## config.mk

```make
export PLATFORM = sky130hd
export DESIGN_NAME = led_pwm_fader
export DESIGN_NICKNAME = d
export VERILOG_FILES = /design/src/rtl/led_pwm_fader.sv
export SDC_FILE = /design/constraint.sdc
export NUM_CORES = 1
export LEC_CHECK = 0
export ABC_AREA = 1
export CAP_MARGIN = 5
export CORE_UTILIZATION = 62
export CTS_CLUSTER_SIZE = 16
export DETAILED_ROUTE_END_ITERATION = 10
export GPL_ROUTABILITY_DRIVEN = 0
export PLACE_DENSITY = 0.91
export SYNTH_ARGS = -nofsm -noshare
export SYNTH_HDL_FRONTEND = slang
export SYNTH_SLANG_ARGS = --single-unit
```

## constraint.sdc

```tcl
create_clock -name clk -period 2.6 [get_ports clk]
set_clock_uncertainty 0.2 [all_clocks]
set_input_delay 0.39 -clock clk [delete_from_list [all_inputs] [get_ports clk]]
set_output_delay 0.39 -clock clk [all_outputs]
set_load 0.005 [all_outputs]
```

## src/rtl/led_pwm_fader.sv

```systemverilog
// Three-channel LED PWM driver with per-channel linear fade toward a commanded level.
// Commands are buffered one deep and land on frame boundaries; levels ramp one LSB per step.
module led_pwm_fader #(
  parameter int PWM_BITS    = 8,
  parameter int RAMP_FRAMES = 4
) (
  input  logic                clk,
  input  logic                resetn,
  input  logic                cmd_valid,
  output logic                cmd_ready,
  input  logic [1:0]          cmd_chan,
  input  logic [PWM_BITS-1:0] cmd_level,
  output logic [2:0]          pwm,
  output logic [2:0]          busy,
  output logic                frame_tick,
  output logic                cmd_err
);

  localparam logic [PWM_BITS-1:0] CNT_LAST  = {{(PWM_BITS-1){1'b1}}, 1'b0};
  localparam logic [7:0]          RAMP_LAST = 8'(RAMP_FRAMES - 1);

  logic [PWM_BITS-1:0] cnt;
  logic [7:0]          ramp_cnt;
  logic [PWM_BITS-1:0] cur [3];
  logic [PWM_BITS-1:0] tgt [3];
  logic [PWM_BITS-1:0] cur_nxt [3];
  logic [PWM_BITS-1:0] tgt_nxt [3];
  logic                pend_vld;
  logic                pend_vld_nxt;
  logic [1:0]          pend_chan;
  logic [PWM_BITS-1:0] pend_level;
  logic                accept;
  logic                step;
  logic                apply;

  // Move one LSB toward the target; the strict compares make overshoot and wrap impossible.
  function automatic logic [PWM_BITS-1:0] step_toward(input logic [PWM_BITS-1:0] c,
                                                      input logic [PWM_BITS-1:0] t);
    if (c < t) return c + 1'b1;
    if (c > t) return c - 1'b1;
    return c;
  endfunction

  assign frame_tick = (cnt == CNT_LAST);

  always_comb begin
    accept = cmd_valid && cmd_ready;
    step   = frame_tick && (ramp_cnt == RAMP_LAST);
    apply  = frame_tick && pend_vld;
    pend_vld_nxt = pend_vld;
    if (accept && (cmd_chan != 2'd3)) pend_vld_nxt = 1'b1;
    else if (apply)                   pend_vld_nxt = 1'b0;
    // Step decisions use the pre-update target; a new target takes effect next step.
    for (int i = 0; i < 3; i++) begin
      tgt_nxt[i] = tgt[i];
      cur_nxt[i] = cur[i];
      if (apply && (pend_chan == 2'(i))) tgt_nxt[i] = pend_level;
      if (step) cur_nxt[i] = step_toward(cur[i], tgt[i]);
    end
  end

  always_ff @(posedge clk or negedge resetn) begin
    if (!resetn) begin
      cnt        <= '0;
      ramp_cnt   <= '0;
      pend_vld   <= 1'b0;
      pend_chan  <= '0;
      pend_level <= '0;
      cmd_ready  <= 1'b0;
      cmd_err    <= 1'b0;
      pwm        <= '0;
      busy       <= '0;
      for (int i = 0; i < 3; i++) begin
        cur[i] <= '0;
        tgt[i] <= '0;
      end
    end else begin
      cnt <= frame_tick ? '0 : cnt + 1'b1;
      if (frame_tick) ramp_cnt <= step ? 8'd0 : ramp_cnt + 8'd1;
      pend_vld  <= pend_vld_nxt;
      cmd_ready <= !pend_vld_nxt;
      cmd_err   <= accept && (cmd_chan == 2'd3);
      if (accept && (cmd_chan != 2'd3)) begin
        pend_chan  <= cmd_chan;
        pend_level <= cmd_level;
      end
      for (int i = 0; i < 3; i++) begin
        cur[i]  <= cur_nxt[i];
        tgt[i]  <= tgt_nxt[i];
        pwm[i]  <= (cur[i] > cnt);
        busy[i] <= (cur_nxt[i] != tgt_nxt[i]);
      end
    end
  end

endmodule

```

* Word level (Yosys, flattened, before mapping)
Index checks and enable logic that the tools add are counted.
** Cells by class
- Add/sub/neg operators :: 8
- Mux-type cells :: 37
- Eq/ne operators :: 9
- Reductions and logical operators :: 10
- Order comparisons :: 9
** Operators by type and width (count)
- two-way mux 8 bit :: 20
- greater-than comparator 8 bit :: 6
- adder 8 x 1 -> 8 bit (second input constant) :: 5
- < comparator 8 bit :: 3
- inequality test 8 bit :: 3
- subtractor 8 x 1 -> 8 bit (second input constant) :: 3
- two-way mux 1 bit :: 17
- == test 8 x 2 -> 1 bit (second input constant) :: 1
- == test 8 bit (second input constant) :: 1
- logical AND 1 bit :: 8
- == test 2 bit (second input constant) :: 2
- == test 2 x 1 -> 1 bit (second input constant) :: 1
- zero test 2 bit :: 1
- inequality test 2 bit (second input constant) :: 1
- zero test 1 bit :: 1
** Storage, ports and cells
- Bits of input ports :: 13
- Output and inout port bits :: 9
- Register bits :: 83
- Logic and storage cells :: 88

* Logic depth before layout (Yosys ltp)
- Depth after elaboration :: 9
- Depth in mapped cells :: 19
- Mapped depth without buffers :: 19

* Worst setup path before layout
OpenSTA, ideal clock, no wires.
- Kind :: reg2reg
- From :: register cur[13] in the netlist's numbering
- To :: register busy[1]
- Required time :: 2281 ps
- Stages on the path, launching flop included :: 14
- Slack :: 328 ps
- Period minus slack after synthesis :: 2272 ps
- Path buffers :: 0
- Data arrival time :: 1953 ps
- Library setup time :: 119 ps
- Path through :: dfrtp_1 ha_1 a21oi_1 nor2_1 nor2_1 nand2_2 a21oi_1 nand2_1 nand2_1 nand2_1 nand2_1 nand3_1 nor2_1 nand2_1
** RTL lines
- start: declaration :: RTL line 24 : logic [PWM_BITS-1:0] cur [3];
- start signal: indexed assignment :: RTL line 88 : cur[i] <= cur_nxt[i];
- end signal: indexed assignment :: RTL line 91 : busy[i] <= (cur_nxt[i] != tgt_nxt[i]);
- end: declaration :: RTL line 14 : output logic [2:0] busy,

* Worst setup path in the final report
- From :: register cur[0] in the netlist's numbering
- To :: register busy[2]
** On the way
- Word-level cells in the longest chain between the ends :: 8
- Elaborated cells on any way between the ends :: 15
- Classes of those cells :: add/sub (2); order compare (2); eq/ne (1); mux (10)
** Ends and longest elaborated chain
- greater-than comparator 8 bit :: RTL line 40 : if (c > t) return c - 1'b1;
- two-way mux 1 bit (2 in series) :: RTL line 40
- two-way mux 1 bit :: RTL line 58 : if (step) cur_nxt[i] = step_toward(cur[i], tgt[i]);
- two-way mux 8 bit :: RTL line 41 : return c;
- two-way mux 8 bit :: RTL line 40
- two-way mux 8 bit * :: RTL line 58
- inequality test 8 bit * :: RTL line 91
Mark *: on every way between the ends. The rest lies on a longest branch, timed or not. The select of a mux whose other input is x is not followed.
A chain may end at the register's enable or synchronous reset.

==> results.py <==
metrics = {
    "clock_network": {
        "clock_latency_ns": 0.37,
        "cts_tree": "yes",
        "cts_root_buf": "clkbuf_8",
        "cts_max_level": 3,
        "clk_path_buf_depth": 2,
        "cts.sinks": 83,
        "clk_pin_slew_ns": 0.09,
        "cts_buffers": 9,
    },
    "logic_synthesis": {
        "ys_types": 36,
        "ys_warn_count": 0,
        "ys.flop_type": "dfrtp_1",
        "yosysSeqAreaShare": 0.348,
        "netlist.area_leader.share": 0.348,
        "avgSynthCellArea_um2": 7.28,
        "synth_area_mm2": 0.00596,
        "netlist.top_cell.by_area": "dfrtp_1",
        "synthTopCellsByArea": "dfrtp_1 (35%), nand2_1 (15%), ha_1 (12%), inv_1 (8.5%), nand3_1 (6.2%)",
        "syn_inst": 819,
        "synth_edf_count": 0,
        "synth_nets": 889,
        "synth_seq_cells": 83,
        "async_flop_share": 1.00,
        "yosysMostFrequentCell": "nand2_1",
        "synth_common_cells": "nand2_1 (237), inv_1 (135), dfrtp_1 (83), nand3_1 (74), nor2_1 (67)",
    },
    "floorplanning": {
        "initial_core_util": 0.642,
        "ioPinCount": 22,
        "die-area_mm2": 0.0100,
        "rows": 35,
        "coreArea_mm2": 0.00928,
        "die_x_um": 100,
        "die_h_um": 100,
    },
    "finish": {
        "final_cells": 1006,
        "area_growth_pct": 13.5,
        "final_nets": 943,
        "layout-drive-gt1-share": 0.107,
        "design_area_mm2": 0.00677,
        "diodes": 0,
    },
    "setup_path": {
        "cp_top_family": "simple AND/OR/NAND/NOR gates",
        "cp.arrival_ns": 2.67,
        "cpMostUsedCell": "nand2_1",
        "crit_buf_inv": 2,
        "end_kind": "flip-flop",
        "crit_path_end": "busy[2]",
        "regToRegEndpoint": "busy[2]",
        "path_depth": 17,
        "crit_path_start": "cur[0]",
        "rr_worst_depth": 17,
        "worstSetupStartpointType": "flip-flop",
        "r2r_slack_ns": -0.02,
        "worstSetupPathType": "reg -> reg",
        "critical_path.max_stage_delay_ns": 0.43,
        "cp.required_ns": 2.66,
        "r2r_start": "cur[0]",
        "cp_cell_sequence": "inv_1, ha_1, nand2_1, nor2_1, nand2_2, nand2_1, nand2_1, inv_1, nand2_1, nand3_1, nand2_1, nand2_1, nand2_1, nor2_1, nand2_1, nor2_1, nand2_1",
        "critPathMaxFanout": 7,
        "crit_slowest_cell": "dfrtp_1",
    },
    "power_and_ir_drop": {
        "power_density_mw_per_mm2": 349,
        "peakVddDrop_mv": 0.340,
        "p_leak_nw": 3.82,
        "total_power_mw": 2.36,
    },
    "global_routing": {
        "track_usage": 0.302,
        "grt_pass1_wl_mm": 23.8,
        "grt_pass1_vias": 5343,
        "grt_overflow_total": 0,
        "antenna_found_initial": 0,
        "grt_max_degree": 53,
    },
    "routing": {
        "final_antenna_net_count": 0,
        "drt-initial-drc-count": 430,
        "post_drt_wl_per_cell_um": 14.3,
        "drcViolationCount": 0,
        "drt-total-wl_mm": 14.4,
        "vias_per_cell": 5.62,
        "via_count": 5649,
        "drt_pre_antenna_iters": 5,
    },
    "timing": {
        "final-setup-viol-count": 1,
        "post-route-min-period_ns": 2.62,
        "fin_ws_ns": -0.0158,
        "maxClockFrequency_mhz": 382,
        "maxSlewViolCount": 0,
        "final.period_utilization": 1.01,
        "max_slew.worst_pin.slew_ns": 1.14,
        "hold_violations": 0,
        "maxSlewHeadroom": 0.238,
    },
    "job": {
        "drv_cap": 0,
    },
    "run_status": {
        "status": "finished with violations",
        "violations": "negative setup slack",
    },
    "placement": {
        "io_buffers": 21,
        "place_area_mm2": 0.00644,
        "dpl.cell_count": 983,
        "hpwl_mm": 10.2,
    },
    "hold_path": {
        "worstHoldPathCells": 1,
        "hold_path_class": "reg -> reg",
    },
}
## layout by cell type, fill, tap and decap left out, drive strengths merged
cell type / Yosys / routed
a211oi: 2 / 2
xor2: 4 / 4
a21o: 3 / 3
o21ai: 22 / 22
nor3: 20 / 20
dlygate4sd3: 0 / 1
nor4: 1 / 1
nand3: 79 / 79
inv: 136 / 135
clkbuf: 1 / 11
clkinvlp: 0 / 1
nand2: 244 / 244
a21oi: 36 / 36
dfrtp: 83 / 83
clkdlybuf4s50: 0 / 20
ha: 57 / 57
o21a: 1 / 1
xnor2: 1 / 1
a31oi: 1 / 1
bufinv: 0 / 2
clkinv: 2 / 4
buf: 8 / 31
and3: 1 / 1
nor2: 75 / 75
nand4: 31 / 31
a32oi: 1 / 1
nand3b: 10 / 10
## cell families (layout without fill, tap and decap cells)
family          after synthesis  after routing  synth area share
simple gates                461            461             0.358
buf+inv                     147            205             0.102
flops                        83             83             0.348
xor+xnor                      5              5           0.00734
fa+ha+maj                    57             57             0.120
compound gates               66             66            0.0650
## final cells by class
class                   count  area (um^2)
inverters                 138          523
fillers                   698         2510
clock inverters             4         76.3
repair buffers             52          484
well taps                 129          161
clock buffers              11          131
multi-input cells         589         3320
flip-flops and latches     83         2080
## repair_timing
item	CTS	global route
hold endpoints to repair	31	0
hold buffers	1	0
resized for setup	0	16
setup buffers	0	7
endpoints found under the setup margin	0	4
## worst reg2reg max path, stage by stage (launching register included)
cell and delay (ns):
dfrtp_1 0.43, inv_1 0.13, ha_1 0.31, nand2_1 0.06, nor2_1 0.19, nand2_2 0.14, nand2_1 0.08, nand2_1 0.05
inv_1 0.09, nand2_1 0.10, nand3_1 0.13, nand2_1 0.10, nand2_1 0.09, nand2_1 0.08, nor2_1 0.11, nand2_1 0.07
nor2_1 0.12, nand2_1 0.06
## metrics by stage
step / util / hold WS [ns] / setup TNS [ns] / setup WS [ns]
6_report: 0.729 / 0.297 / -0.0158 / -0.0158
2_1_floorplan: - / -0.106 / 0 / 0.328
4_1_cts: 0.717 / 0.301 / 0 / 0.0147
5_1_grt: 0.729 / 0.336 / -0.225 / -0.216
3_3_place_gp: 0.694 / 0.157 / 0 / 0.101
3_5_place_dp: 0.694 / 0.159 / 0 / 0.0441
## where the power goes
| part | internal [mW] | switching [mW] | leakage (nW) | total [mW] |
|---|---|---|---|---|
| Clock | 0.539 | 0.487 | 0.0996 | 1.03 |
| Combinational | 0.0196 | 0.0282 | 2.62 | 0.0478 |
| Sequential | 1.29 | 0 | 1.09 | 1.29 |
| Total | 1.85 | 0.516 | 3.82 | 2.36 |
## state kept, by name (all words and copies together) (netlist names), 2 cells and up
| register | count |
|---|---|
| pend_chan | 2 |
| busy | 3 |
| cnt | 8 |
| tgt | 24 |
| pend_level | 8 |
| cur | 24 |
| pwm | 3 |
| ramp_cnt | 8 |
## how the worst min path moves through the flow
stage                           start          end
after floorplan                resetn      busy[0]
after global placement         resetn       cur[5]
after detailed placement       resetn       cur[5]
after CTS                 ramp_cnt[6]  ramp_cnt[6]
after global routing      ramp_cnt[6]  ramp_cnt[6]
final                     ramp_cnt[6]  ramp_cnt[6]
## layer usage
metal  up-vias  global-route usage  wire length [um]
li1       2753                   -                 -
met1      2580               0.393              6190
met2       259               0.486              6530
met3        57              0.0578              1090
met4         0               0.152               577
met5         -                   0                 0
No activity file was read; power rests on OpenSTA's default activity.
